**config.mk**
```make
export PLATFORM = sky130hd
export DESIGN_NAME = readback_serializer_flat
export DESIGN_NICKNAME = d
export VERILOG_FILES = /design/src/rtl/readback_serializer_pkg.sv /design/src/rtl/readback_serializer_if.sv /design/src/rtl/readback_serializer_lane_pick.sv /design/src/rtl/readback_serializer.sv /design/src/flat_wrapper.sv
export SDC_FILE = /design/constraint.sdc
export NUM_CORES = 1
export LEC_CHECK = 0
export ABC_AREA = 1
export ABC_CLOCK_PERIOD_IN_PS = 1600
export BUFFER_PORTS_ARGS = -buffer_cell sky130_fd_sc_hd__buf_2
export CAP_MARGIN = 5
export CORE_MARGIN = 2
export CORE_UTILIZATION = 40
export CTS_BUF_LIST = sky130_fd_sc_hd__clkbuf_4
export CTS_CLUSTER_SIZE = 16
export DETAILED_ROUTE_END_ITERATION = 8
export GPL_TIMING_DRIVEN = 0
export PLACE_DENSITY_LB_ADDON = 0.1
export SLEW_MARGIN = 20
export SYNTH_ARGS = -nofsm -noshare
export SYNTH_HDL_FRONTEND = slang
export SYNTH_SLANG_ARGS = --single-unit
```
**constraint.sdc**
```tcl
create_clock -name clk -period 1.6 [get_ports clk]
set_clock_uncertainty 0.05 [all_clocks]
set_input_delay 0.08 -clock clk [delete_from_list [all_inputs] [get_ports clk]]
set_output_delay 0.08 -clock clk [all_outputs]
set_load 0.1 [all_outputs]
```
**src/rtl/readback_serializer_pkg.sv**
```systemverilog
// readback_serializer_pkg: shared FSM states and constants for the readback serializer (package ols_pkg)
package ols_pkg;
    localparam int SETTLE_CYCLES = 2;
    localparam int LANES = 4;
    typedef enum logic [2:0] {IDLE, SETTLE, LOAD, SEND, ADV} state_e;
endpackage

```
**src/rtl/readback_serializer_if.sv**
```systemverilog
// readback_serializer_if: control, sample-memory and byte-stream signals of the readback serializer
interface readback_serializer_if #(
    parameter int MDW = 32,
    parameter int CW = 16
);
    logic start;
    logic [CW-1:0] count;
    logic rd_ready;
    logic rd_valid;
    logic [3:0] rd_keep;
    logic [MDW-1:0] rd_data;
    logic [7:0] tx_data;
    logic tx_valid;
    logic tx_ready;
    logic busy;
    logic done;
    modport master (
        input start, count, rd_valid, rd_keep, rd_data, tx_ready,
        output rd_ready, tx_data, tx_valid, busy, done
    );
    modport slave (
        output start, count, rd_valid, rd_keep, rd_data, tx_ready,
        input rd_ready, tx_data, tx_valid, busy, done
    );
endinterface

```
**src/rtl/readback_serializer_lane_pick.sv**
```systemverilog
// rb_lane_pick: finds the lowest set mask lane at or above 'from'; none=1 when no such lane exists
module rb_lane_pick
    import ols_pkg::*;
(
    input  logic [LANES-1:0] mask,
    input  logic [2:0]       from,
    output logic [1:0]       lane,
    output logic             none
);
    // scan downward so the lowest qualifying lane is the one left standing
    always_comb begin
        lane = '0;
        none = 1'b1;
        for (int i = LANES - 1; i >= 0; i--) begin
            if (mask[i] && from <= 3'(i)) begin
                lane = 2'(i);
                none = 1'b0;
            end
        end
    end
endmodule

```
**src/rtl/readback_serializer.sv**
```systemverilog
// readback_serializer: reads count+1 memory words and streams their kept bytes, lane 0 first.
// Build option RB_PAD_EN: send all four lanes of every word, substituting 0x00 for unkept lanes.
module readback_serializer
    import ols_pkg::*;
#(
    parameter int MDW = 32,
    parameter int CW = 16
) (
    input logic clk,
    input logic rst,
    readback_serializer_if.master bus
);
    state_e state_q, state_d;
    logic [1:0] settle_q, settle_d;
    logic [CW-1:0] remaining_q, remaining_d;
    logic [MDW-1:0] word_q, word_d;
    logic [LANES-1:0] mask_q, mask_d;
    logic [1:0] lane_q, lane_d;
    logic [LANES-1:0] pick_mask;
    logic [2:0] pick_from;
    logic [1:0] pick_lane;
    logic pick_none;
    logic [7:0] lane_byte;
    logic done_c;

    rb_lane_pick u_pick (
        .mask(pick_mask),
        .from(pick_from),
        .lane(pick_lane),
        .none(pick_none)
    );

    // in LOAD search the incoming keep from lane 0, in SEND search the held mask past the current lane
    always_comb begin
`ifdef RB_PAD_EN
        pick_mask = '1;
        lane_byte = mask_q[lane_q] ? word_q[8*lane_q +: 8] : 8'h00;
`else
        pick_mask = (state_q == LOAD) ? bus.rd_keep : mask_q;
        lane_byte = word_q[8*lane_q +: 8];
`endif
        pick_from = (state_q == LOAD) ? 3'd0 : {1'b0, lane_q} + 3'd1;
    end

    // next-state and datapath updates; done fires combinationally on the final accepted byte
    always_comb begin
        state_d = state_q;
        settle_d = settle_q;
        remaining_d = remaining_q;
        word_d = word_q;
        mask_d = mask_q;
        lane_d = lane_q;
        done_c = 1'b0;
        case (state_q)
            IDLE: begin
                if (bus.start) begin
                    remaining_d = bus.count;
                    settle_d = '0;
                    state_d = SETTLE;
                end
            end
            SETTLE: begin
                settle_d = settle_q + 2'd1;
                state_d = (settle_q == 2'(SETTLE_CYCLES - 1)) ? LOAD : SETTLE;
            end
            LOAD: begin
                if (bus.rd_valid) begin
                    word_d = bus.rd_data;
                    mask_d = bus.rd_keep;
                    lane_d = pick_lane;
                    done_c = pick_none && remaining_q == '0;
                    state_d = !pick_none ? SEND : (remaining_q == '0) ? IDLE : ADV;
                end
            end
            SEND: begin
                if (bus.tx_ready) begin
                    lane_d = pick_none ? lane_q : pick_lane;
                    done_c = pick_none && remaining_q == '0;
                    state_d = !pick_none ? SEND : (remaining_q == '0) ? IDLE : ADV;
                end
            end
            ADV: begin
                remaining_d = remaining_q - 1'b1;
                settle_d = '0;
                state_d = SETTLE;
            end
            default: state_d = IDLE;
        endcase
    end

    // state register; reset clears everything so no stale byte or step survives
    always_ff @(posedge clk or negedge rst) begin
        if (!rst) begin
            state_q <= IDLE;
            settle_q <= '0;
            remaining_q <= '0;
            word_q <= '0;
            mask_q <= '0;
            lane_q <= '0;
        end else begin
            state_q <= state_d;
            settle_q <= settle_d;
            remaining_q <= remaining_d;
            word_q <= word_d;
            mask_q <= mask_d;
            lane_q <= lane_d;
        end
    end

    assign bus.tx_valid = state_q == SEND;
    assign bus.tx_data = (state_q == SEND) ? lane_byte : 8'h00;
    assign bus.rd_ready = state_q == ADV;
    assign bus.busy = state_q != IDLE;
    assign bus.done = done_c;
endmodule
```
**src/flat_wrapper.sv**
```systemverilog
// flat-port wrapper written by rule: the top's interface ports become plain ports
module readback_serializer_flat import ols_pkg::*;
#(
    parameter int MDW = 32,
    parameter int CW = 16
)
  (clk, rst, bus_start, bus_count, bus_rd_valid, bus_rd_keep, bus_rd_data, bus_tx_ready, bus_rd_ready, bus_tx_data, bus_tx_valid, bus_busy, bus_done);
  readback_serializer_if #(.MDW(MDW), .CW(CW)) bus_i ();
  input logic clk;
  input logic rst;
  input wire logic [$bits(bus_i.start)-1:0] bus_start;
  input wire logic [$bits(bus_i.count)-1:0] bus_count;
  input wire logic [$bits(bus_i.rd_valid)-1:0] bus_rd_valid;
  input wire logic [$bits(bus_i.rd_keep)-1:0] bus_rd_keep;
  input wire logic [$bits(bus_i.rd_data)-1:0] bus_rd_data;
  input wire logic [$bits(bus_i.tx_ready)-1:0] bus_tx_ready;
  output wire logic [$bits(bus_i.rd_ready)-1:0] bus_rd_ready;
  output wire logic [$bits(bus_i.tx_data)-1:0] bus_tx_data;
  output wire logic [$bits(bus_i.tx_valid)-1:0] bus_tx_valid;
  output wire logic [$bits(bus_i.busy)-1:0] bus_busy;
  output wire logic [$bits(bus_i.done)-1:0] bus_done;
  assign bus_i.start = bus_start;
  assign bus_i.count = bus_count;
  assign bus_i.rd_valid = bus_rd_valid;
  assign bus_i.rd_keep = bus_rd_keep;
  assign bus_i.rd_data = bus_rd_data;
  assign bus_i.tx_ready = bus_tx_ready;
  assign bus_rd_ready = bus_i.rd_ready;
  assign bus_tx_data = bus_i.tx_data;
  assign bus_tx_valid = bus_i.tx_valid;
  assign bus_busy = bus_i.busy;
  assign bus_done = bus_i.done;
  readback_serializer #(.MDW(MDW), .CW(CW)) u_core (.clk(clk), .rst(rst), .bus(bus_i));
endmodule
```
=== Word-level counts from Yosys, hierarchy flattened ===
Cells that the tools add are included.

* Register bits after elaboration: 59
* Bits of input ports: 57
* Output and inout port bits: 12
* Word-level logic and storage cells: 68

* Add/subtract/negate cells: 3
* Order comparisons: 4
* Equality and inequality tests: 9
* Shift operators: 1
* Multiplexer cells: 29
* Reduce and logical (&&, ||, !) cells: 16

{| class="wikitable"
|+ Operators with widths
! operator !! number
|-
| $pmux 16 s2 || 1
|-
| $shiftx 32x6->8 || 1
|-
| $mux 2 || 9
|-
| $mux 3 || 6
|-
| $logic_not 16->1 || 1
|-
| $mux 16 || 1
|-
| $sub 16x1->16 const B || 1
|-
| $pmux 3 s5 || 1
|-
| $mux 8 || 1
|-
| $ne 2x2->1 const B || 4
|-
| $eq 3x2->1 const B || 2
|-
| $le 3x1->1 const B || 2
|-
| $le 3x2->1 const B || 2
|-
| $mux 1 || 6
|-
| $pmux 2 s3 || 1
|-
| $reduce_and 2->1 || 3
|-
| $reduce_bool 3->1 || 2
|-
| $logic_and 1x1->1 || 5
|-
| $mux 4 || 1
|-
| $pmux 2 s2 || 1
|-
| $reduce_and 4->1 || 1
|-
| $reduce_bool 2->1 || 2
|-
| $add 2x1->3 const B || 1
|-
| $eq 3x1->1 const B || 1
|-
| other kinds (6) || 6
|}

=== Longest topological paths before layout ===
Gate-level depths: netlist of the first run.

* Depth after elaboration: 11
* Depth in mapped cells: 14
* Gate-level depth less buffers: 13

=== Cells and area by module ===
From an unflattened synthesis of the first run, not the netlist that was laid out.

* Cell total of the unflattened synthesis: 488
* Area, all modules: 3400.8 um^2

{| class="wikitable"
|+ Modules (own cells, without submodules)
! module !! instances !! cells an instance !! area each (um^2) !! sequential area each (um^2)
|-
| readback_serializer || 1 || 471 || 3323.2 || 1476.4
|-
| rb_lane_pick || 1 || 17 || 77.6 || 0.0
|}

=== Worst setup path after synthesis of the first run ===
No wires, ideal clock.

* Kind: register to output
* Start: register u_core.state_q[0]
* End: output port bus_done
* Arrival: 2776 ps
* Data required time: 1470 ps
* Slack: -1306 ps
* Cell stages (with the launch flop): 6
* Path buffers: 0
* Path through: dfrtp_1 nor2_2 nand2_1 o21a_1 nand4_1 nor2_1

* Longest elaborated chain between the ends: 11
* Elaborated cells on any way between the ends: 20
* Classes of those cells: order compare (4); eq/ne (2); mux (9); reduce/logical (5)

{| class="wikitable"
|+ RTL lines
! item !! RTL line !! RTL
|-
| from (decl) || readback_serializer.sv:13 || <nowiki>state_e state_q, state_d;</nowiki>
|-
| from (signal assigned) || readback_serializer.sv:101 || <nowiki>state_q <= state_d;</nowiki>
|-
| $eq 3x2->1 || readback_serializer.sv:39, readback_serializer.sv:42, readback_serializer.sv:54 ||
|-
| $mux 3 || readback_serializer.sv:42 || <nowiki>pick_from = (state_q == LOAD) ? 3'd0 : {1'b0, lane_q} + 3'd1;</nowiki>
|-
| $le 3x2->1 || readback_serializer_lane_pick.sv:15 || <nowiki>if (mask[i] && from <= 3'(i)) begin</nowiki>
|-
| $logic_and 1x1->1 || readback_serializer_lane_pick.sv:15 ||
|-
| $mux 1 (4 in series) || readback_serializer_lane_pick.sv:15 ||
|-
| $logic_and 1x1->1 || readback_serializer.sv:71, readback_serializer.sv:78 ||
|-
| $mux 1 (on tied branches) || readback_serializer.sv:76, readback_serializer.sv:67 ||
|-
| $pmux 1 s2 (*) || readback_serializer.sv:54 || <nowiki>case (state_q)</nowiki>
|-
| to (decl) || flat_wrapper.sv:21 || <nowiki>output wire logic [$bits(bus_i.done)-1:0] bus_done;</nowiki>
|}

Every way passes the cells marked *; elsewhere a longest branch is shown, timed or not.

=== Worst setup path after layout of the first run ===
* Start: register u_core.remaining_q[1]
* End: output port bus_done

* Longest elaborated chain between the ends: 4
* Elaborated cells on any way between the ends: 5
* Classes of those cells: mux (3); reduce/logical (2)

{| class="wikitable"
|+ RTL lines
! item !! RTL line !! RTL
|-
| from (decl) || readback_serializer.sv:15 || <nowiki>logic [CW-1:0] remaining_q, remaining_d;</nowiki>
|-
| from (signal assigned) || readback_serializer.sv:103 || <nowiki>remaining_q <= remaining_d;</nowiki>
|-
| $logic_not 16->1 (*) || readback_serializer.sv:71, readback_serializer.sv:78 ||
|-
| $logic_and 1x1->1 (*) || readback_serializer.sv:71, readback_serializer.sv:78 ||
|-
| $mux 1 (on tied branches) || readback_serializer.sv:76, readback_serializer.sv:67 ||
|-
| $pmux 1 s2 (*) || readback_serializer.sv:54 ||
|}

Marks and branches as above.

==> out/metrics.yaml, run 1 <==
synth:
  yosysWarnings: 0
  ys_seq_area_share_pct: 45.2
  synthArstFlopShare_pct: 100
  synth_nets: 430
  syn-cell-area_um2: 3260
  synth_flop_cell: "dfrtp_1"
  ys_types: 37
  avgSynthCellArea_um2: 8.82
  yosys_register_bits: 59
  synth_edf_count: 0
  netlist_instances: 370
critical_path:
  crit_arrival_ps: 2030
  cp-end-kind: "primary output"
  cp-start-kind: "register"
  crit_path_start: "u_core.remaining_q[1]"
  worstReg2RegStart: "u_core.state_q[1]"
  crit_type: "register to primary output"
  path_max_fanout: 3
  crit_required_ps: 1470
run_status:
  status: "finished with violations"
  violations: "negative hold slack, negative setup slack"
routing:
  routedWlPerCell_um: 14.9
  ant_nets: 0
  viasPerCell: 4.98
  drt_iter0_drc: 78
  drc: 0
  first_pass_iters: 4
  vias: 3271
  wl_um: 9820
place:
  place.gp.congestion: 0.791
  place_inst: 540
  io_buffers: 68
  place_area_um2: 3890
  place_hpwl_um: 5660
clocking:
  clk_latency_ps: 400
  cts_made_buffers: 9
  cts_tree: "yes"
  cts_sinks: 59
  cts_htree_levels: 3
  cts_hold_repair.buffers: 51
  clockBufferDepth: 2
  clk_pin_slew_ps: 100
  root_buffer: "clkbuf_4"
layout:
  drive_gt1_share_pct: 50.1
  fillers: 575
  syn_to_final_growth_pct: 70.8
  regArea_um2: 1480
  nets: 611
  antennaDiodeCount: 0
  stdcell_count: 657
  multiInputGateArea_um2: 1980
  final_area_um2: 5570
hold_path:
  min_from: "bus_tx_ready"
  min-delay-path-class: "input port to register"
timing:
  period_share_pct: 135
  fin_tns_setup_ps: -7800
  slew_headroom_pct: 46.9
  setup_viol: 35
  fin_ws_ps: -556
  min_period_ps: 2160
  rsz0062_at_grt: "true"
  finalHoldViolCount: 1
  slew_violations: 0
  fmax_mhz: 464
  hold_ws_ps: -104
  tightest_slew_ps: 796
die:
  rows: 32
  core_um2: 7810
  start_util_pct: 41.8
  ios: 69
  dieArea_um2: 8900
  die_h_um: 94.3
  fp.dieW_um: 94.3
power:
  p_per_area_nw_per_um2: 2080
  p_leak_nw: 2.59
  ir_drop_v: 0.000892
  finalPower_w: 0.0116
job:
  drv_cap: 0
grt:
  track_usage_pct: 22.6
  use_met1_pct: 27.7
  grt_antenna_before_repair: 0
  use_met3_pct: 3.43
  grt.met2_usage_pct: 40.5
  grt_pass1_vias: 3352
  grt-busiest-layer: "met2"
  grt_max_degree: 60
  grt_pass1_wl_um: 15600
  grt-ovfl-total: 0
[synthesized netlist by cell type (all sizes together), types with 3 or more instances]
cell    count  area share, %
o22ai       4           0.77
a21oi      17            2.6
ha          3            1.1
buf         9            2.0
nor3        4           0.61
inv        39            4.6
dfrtp      59             45
nand2      65            7.9
nand3      24            4.0
nor2       68            9.5
o211ai      6            1.4
mux2       34             14
o21ai      25            3.8
[flip-flops by register name (all words and copies together), names as in the netlist]
name,flops
u_core.word_q,32
u_core.mask_q,4
u_core.remaining_q,16
u_core.lane_q,2
u_core.settle_q,2
u_core.state_q,3
[metrics by stage]
stage / util [%] / worst slack, ps
detailed placement: 49.9 / -482
global placement: 49.8 / -473
CTS: 68.3 / -551
floorplan: - / -248
finish: 71.4 / -556
global route: 71.4 / -638
[cell usage in the layout (no fill, tap or decap), types with 9 or more instances in the layout]
cell type      netlist  final
buf_12               0     16
buf_2                5     56
buf_4                1     34
buf_6                3     19
clkbuf_4             0      9
dfrtp_1             59     56
dlygate4sd3_1        0     51
inv_1               31     23
mux2_2              18     18
mux2_4              16     16
nand2_1             60     52
nand2_2              5     10
nand3_1             22     13
nor2_1              60     37
nor2_2               3     17
nor2_4               4     13
o21ai_1              3     10
o21ai_2              0     11
[metal layers]
metal	routed length, um	up-vias	part of all wire [%]
met5	0	-	0
met2	5100	80	52
met1	4160	1592	42
li1	-	1586	-
met3	410	13	4.2
met4	142	0	1.4
[power by group]
group	internal, W	switching (W)	leakage, nW
Sequential	0.00226	0.000566	0.704
Clock	0.000615	0.000581	0.0792
Combinational	0.00352	0.00403	1.81
Total	0.00639	0.00518	2.59
[kinds of logic after synthesis]
family          synth area share [%]
simple gates                    22.7
fa+ha+maj                       1.15
mux                             13.6
xor+xnor                       0.537
compound gates                  10.1
buf+inv                         6.71
flops                           45.2
[worst max-delay path, cell delays in order, from the launching register on]
cell	delay, ps
dfrtp_1	400
inv_2	90
ha_4	160
nand3_4	90
nor2_4	120
nand2_2	80
nor3_4	210
nand3_2	150
nor2_4	140
buf_12	180
[final timing paths]
kind	slack, ps	endpoint	cells past startpoint
setup / recovery	-560	bus_done	9
hold / removal	-100	u_core.state_q[0]	4
setup reg to reg	-310	u_core.remaining_q[2]	11
hold reg to reg	440	u_core.settle_q[0]	1
max in group asynchronous	670	u_core.state_q[1]	2
min in group asynchronous	230	u_core.word_q[15]	2
[timing repair]
action,in CTS,in global routing
endpoints found under the hold margin,110,1
buffers inserted,47,14
endpoints found under the setup margin,47,50
pin swaps,28,25
resized for setup,129,52
[layout make-up]
cell class              count  share of cell area, %
plain buffers               9                   2.33
repair buffers            171                   27.3
flip-flops and latches     59                   26.6
inverters                  39                   3.34
well taps                 102                   2.29
multi-input cells         262                   35.5
clock buffers               9                   1.21
clock inverters             6                   1.46
Power figures use the tool's default switching activity.
==> inputs of run 2 (changes only) <==
--- a/config.mk
+++ b/config.mk
@@ -5,7 +5,6 @@
 export SDC_FILE = /design/constraint.sdc
 export NUM_CORES = 1
 export LEC_CHECK = 0
-export ABC_AREA = 1
 export ABC_CLOCK_PERIOD_IN_PS = 1600
 export BUFFER_PORTS_ARGS = -buffer_cell sky130_fd_sc_hd__buf_2
 export CAP_MARGIN = 5
==> run 2 against run 1 <==
The run ends with negative setup slack left. Final cell count down 15%. Hold slack better by 140 ps. Die area is 4.6% lower. Area after synthesis fell by 4.8%. Clock power up 16%. Flip-flop and latch count is the same. Combinational power increased by 2%. Wire length is 0.35% lower. Synthesized cell count shrank 26%. Count of clock-buffer cells in the layout unchanged. Maximum frequency fell by 23%. Critical endpoint unchanged.
==> out/metrics.yaml, run 2 <==
timing:
  setup_viol: 69
  period_share_pct: 175
  fin_ws_ps: -1200
  tightest_slew_ps: 770
  slew_headroom_pct: 48.7
  finalHoldViolCount: 0
  slew_violations: 0
  min_period_ps: 2800
  rsz0062_at_grt: "true"
  fmax_mhz: 357
synth:
  synth_flop_cell: "dfrtp_1"
  avgSynthCellArea_um2: 11.3
  synth_most_common_cell: "dfrtp_1"
  yosys-top-cells-area: "dfrtp_1 (48%), mux2_2 (14%), mux4_2 (5.8%), nand2_1 (2.1%), and3_1 (2.0%)"
  netlist_instances: 275
  ys_seq_area_share_pct: 47.5
  yosysWarnings: 0
  syn-cell-area_um2: 3110
  synthArstFlopShare_pct: 100
  synth_nets: 335
  synth_top_cell_by_area: "dfrtp_1"
  synth_commonest_cells: "dfrtp_1 (59), mux2_2 (39), nand2_1 (17)"
  synth_edf_count: 0
  yosys_register_bits: 59
  ys_types: 51
  synth_top_area_share_pct: 47.5
hold_path:
  min-delay-path-class: "input port to register"
place:
  io_buffers: 67
  place_hpwl_um: 5250
  place.gp.congestion: 0.769
  place_inst: 444
routing:
  ant_nets: 0
  met2_length_um: 5160
  drt_iter0_drc: 133
  viasPerCell: 5.30
  dr.max_layer_used: "met4"
  drc: 0
  vias: 2967
  wl_met1_um: 3900
  wl_met3_um: 493
  first_pass_iters: 4
  wl_um: 9780
  routedWlPerCell_um: 17.5
power:
  finalPower_w: 0.0120
  ir_drop_v: 0.00130
  p_leak_nw: 2.51
  p_per_area_nw_per_um2: 2110
layout:
  layout_common_cells: "dfrtp_1 (57), buf_2 (55), dlygate4sd3_1 (51)"
  nets: 513
  fin_util_pct: 74.6
  reg_top3: "u_core.word_q x32, u_core.remaining_q x16, u_core.mask_q x4"
  top_register: "u_core.word_q"
  largest_reg_flops: 32
  drive_gt1_share_pct: 58.3
  fillers: 502
  antennaDiodeCount: 0
  stdcell_count: 560
  layout_commonest_cell: "dfrtp_1"
  syn_to_final_growth_pct: 82.6
grt:
  grt_pass1_wl_um: 15500
  grt_max_degree: 60
  track_usage_pct: 24.0
  grt-ovfl-total: 0
  grt_pass1_vias: 3144
  grt_antenna_before_repair: 0
die:
  ios: 69
  start_util_pct: 40.8
  rows: 32
  core_um2: 7610
  die_h_um: 92.1
  dieArea_um2: 8490
  fp.dieW_um: 92.1
clocking:
  clk_latency_ps: 410
  root_buffer: "clkbuf_4"
  cts_tree: "yes"
  cts_sinks: 59
  cts_made_buffers: 9
  cts_htree_levels: 3
  clockBufferDepth: 2
  clk_pin_slew_ps: 110
run_status:
  status: "finished with violations"
  violations: "negative setup slack"
critical_path:
  slowest_stage: "or4_4"
  critical_path.cell_chain: "or4_4 -> or4_4 -> or4_4 -> nor3_4 -> buf_12"
  cp-start-kind: "register"
  crit_arrival_ps: 2670
  crit_required_ps: 1470
  cp-end-kind: "primary output"
  max_stage_delay_ps: 540
  path_max_fanout: 2
  cpMostUsedCell: "or4_4"
  crit_type: "register to primary output"
job:
  drv_cap: 0
[run 2: cell count changes after synthesis, moves of 10 or more]
| cell | change |
|---|---|
| and3_1 | +10 |
| mux2_4 | -16 |
| nand3_1 | -13 |
| nand2_1 | -43 |
| nor2_1 | -45 |
| o21ai_0 | -15 |
| inv_1 | -22 |
| mux2_2 | +21 |
[run 2: cell type report]
| cell class | count | area, um^2 | area share, % |
|---|---|---|---|
| Clock buffer | 9 | 67.6 | 1.19 |
| Timing Repair Buffer | 174 | 1620 | 28.5 |
| Buffer | 10 | 121 | 2.14 |
| Sequential cell | 59 | 1480 | 26.1 |
| Inverter | 9 | 42.5 | 0.750 |
| Tap cell | 102 | 128 | 2.25 |
| Multi-Input combinational cell | 190 | 2100 | 37.1 |
| Clock inverter | 7 | 115 | 2.03 |
[run 2: through the flow]
step / setup TNS (ps) / worst slack, ps / area, um^2 / hold slack (ps)
final: -30750 / -1200 / 5670 / 31.4
after global routing: -34870 / -1270 / 5670 / 1.24
after CTS: -30670 / -1230 / 5550 / 14.2
after detailed placement: -19480 / -1110 / 4010 / 155
after global placement: -18830 / -1110 / 4000 / 248
after floorplan: -8270 / -1230 / 3540 / -266
[run 2: worst max-delay path, delay by kind of cell (launching register included)]
| family | cells | cell delay, ps |
|---|---|---|
| buffers and inverters | 1 | 200 |
| flip-flops | 1 | 410 |
| AND/OR/NAND/NOR | 4 | 1650 |
[run 2: worst paths after layout]
kind                                       startpoint                      to  slack, ps  depth (start not counted)
worst max register to register  u_core.remaining_q[8]  u_core.remaining_q[15]       -730                          7
worst min-delay path                     bus_count[2]   u_core.remaining_q[2]         30                          3
worst max-delay path            u_core.remaining_q[8]                bus_done      -1200                          5
max in group asynchronous                         rst       u_core.state_q[2]        730                          2
min in group asynchronous                         rst   u_core.remaining_q[3]        230                          2
worst min register to register      u_core.word_q[11]       u_core.word_q[11]        470                          1
[run 2: repair_timing]
action | CTS | global route
setup buffers | 43 | 20
gates resized for setup | 117 | 52
cloned | 4 | 0
endpoints found under the setup margin | 69 | 71
pin swaps | 25 | 19
hold buffers | 50 | 1
hold endpoints to repair | 109 | 1
[run 2: routing by layer]
metal / vias up / global-route usage, %
met5: - / 0
met4: 0 / 8.58
met3: 22 / 7.15
met2: 79 / 43.7
met1: 1467 / 26.5
li1: 1399 / -
[run 2: kinds of logic (layout without fill, tap and decap cells)]
| family | Yosys count | in the layout | synth area share, % |
|---|---|---|---|
| simple gates | 84 | 84 | 14.7 |
| flops | 59 | 59 | 47.5 |
| compound gates | 54 | 54 | 12.6 |
| mux | 49 | 49 | 20.6 |
| buf+inv | 26 | 209 | 3.38 |
| fa+ha+maj | 3 | 3 | 1.21 |
[run 2: power breakdown]
| group | internal, W | leakage (nW) | total (W) | switching [W] |
|---|---|---|---|---|
| logic | 0.00413 | 1.70 | 0.00769 | 0.00355 |
| clock network | 0.000788 | 0.0940 | 0.00139 | 0.000601 |
| registers | 0.00224 | 0.707 | 0.00290 | 0.000655 |
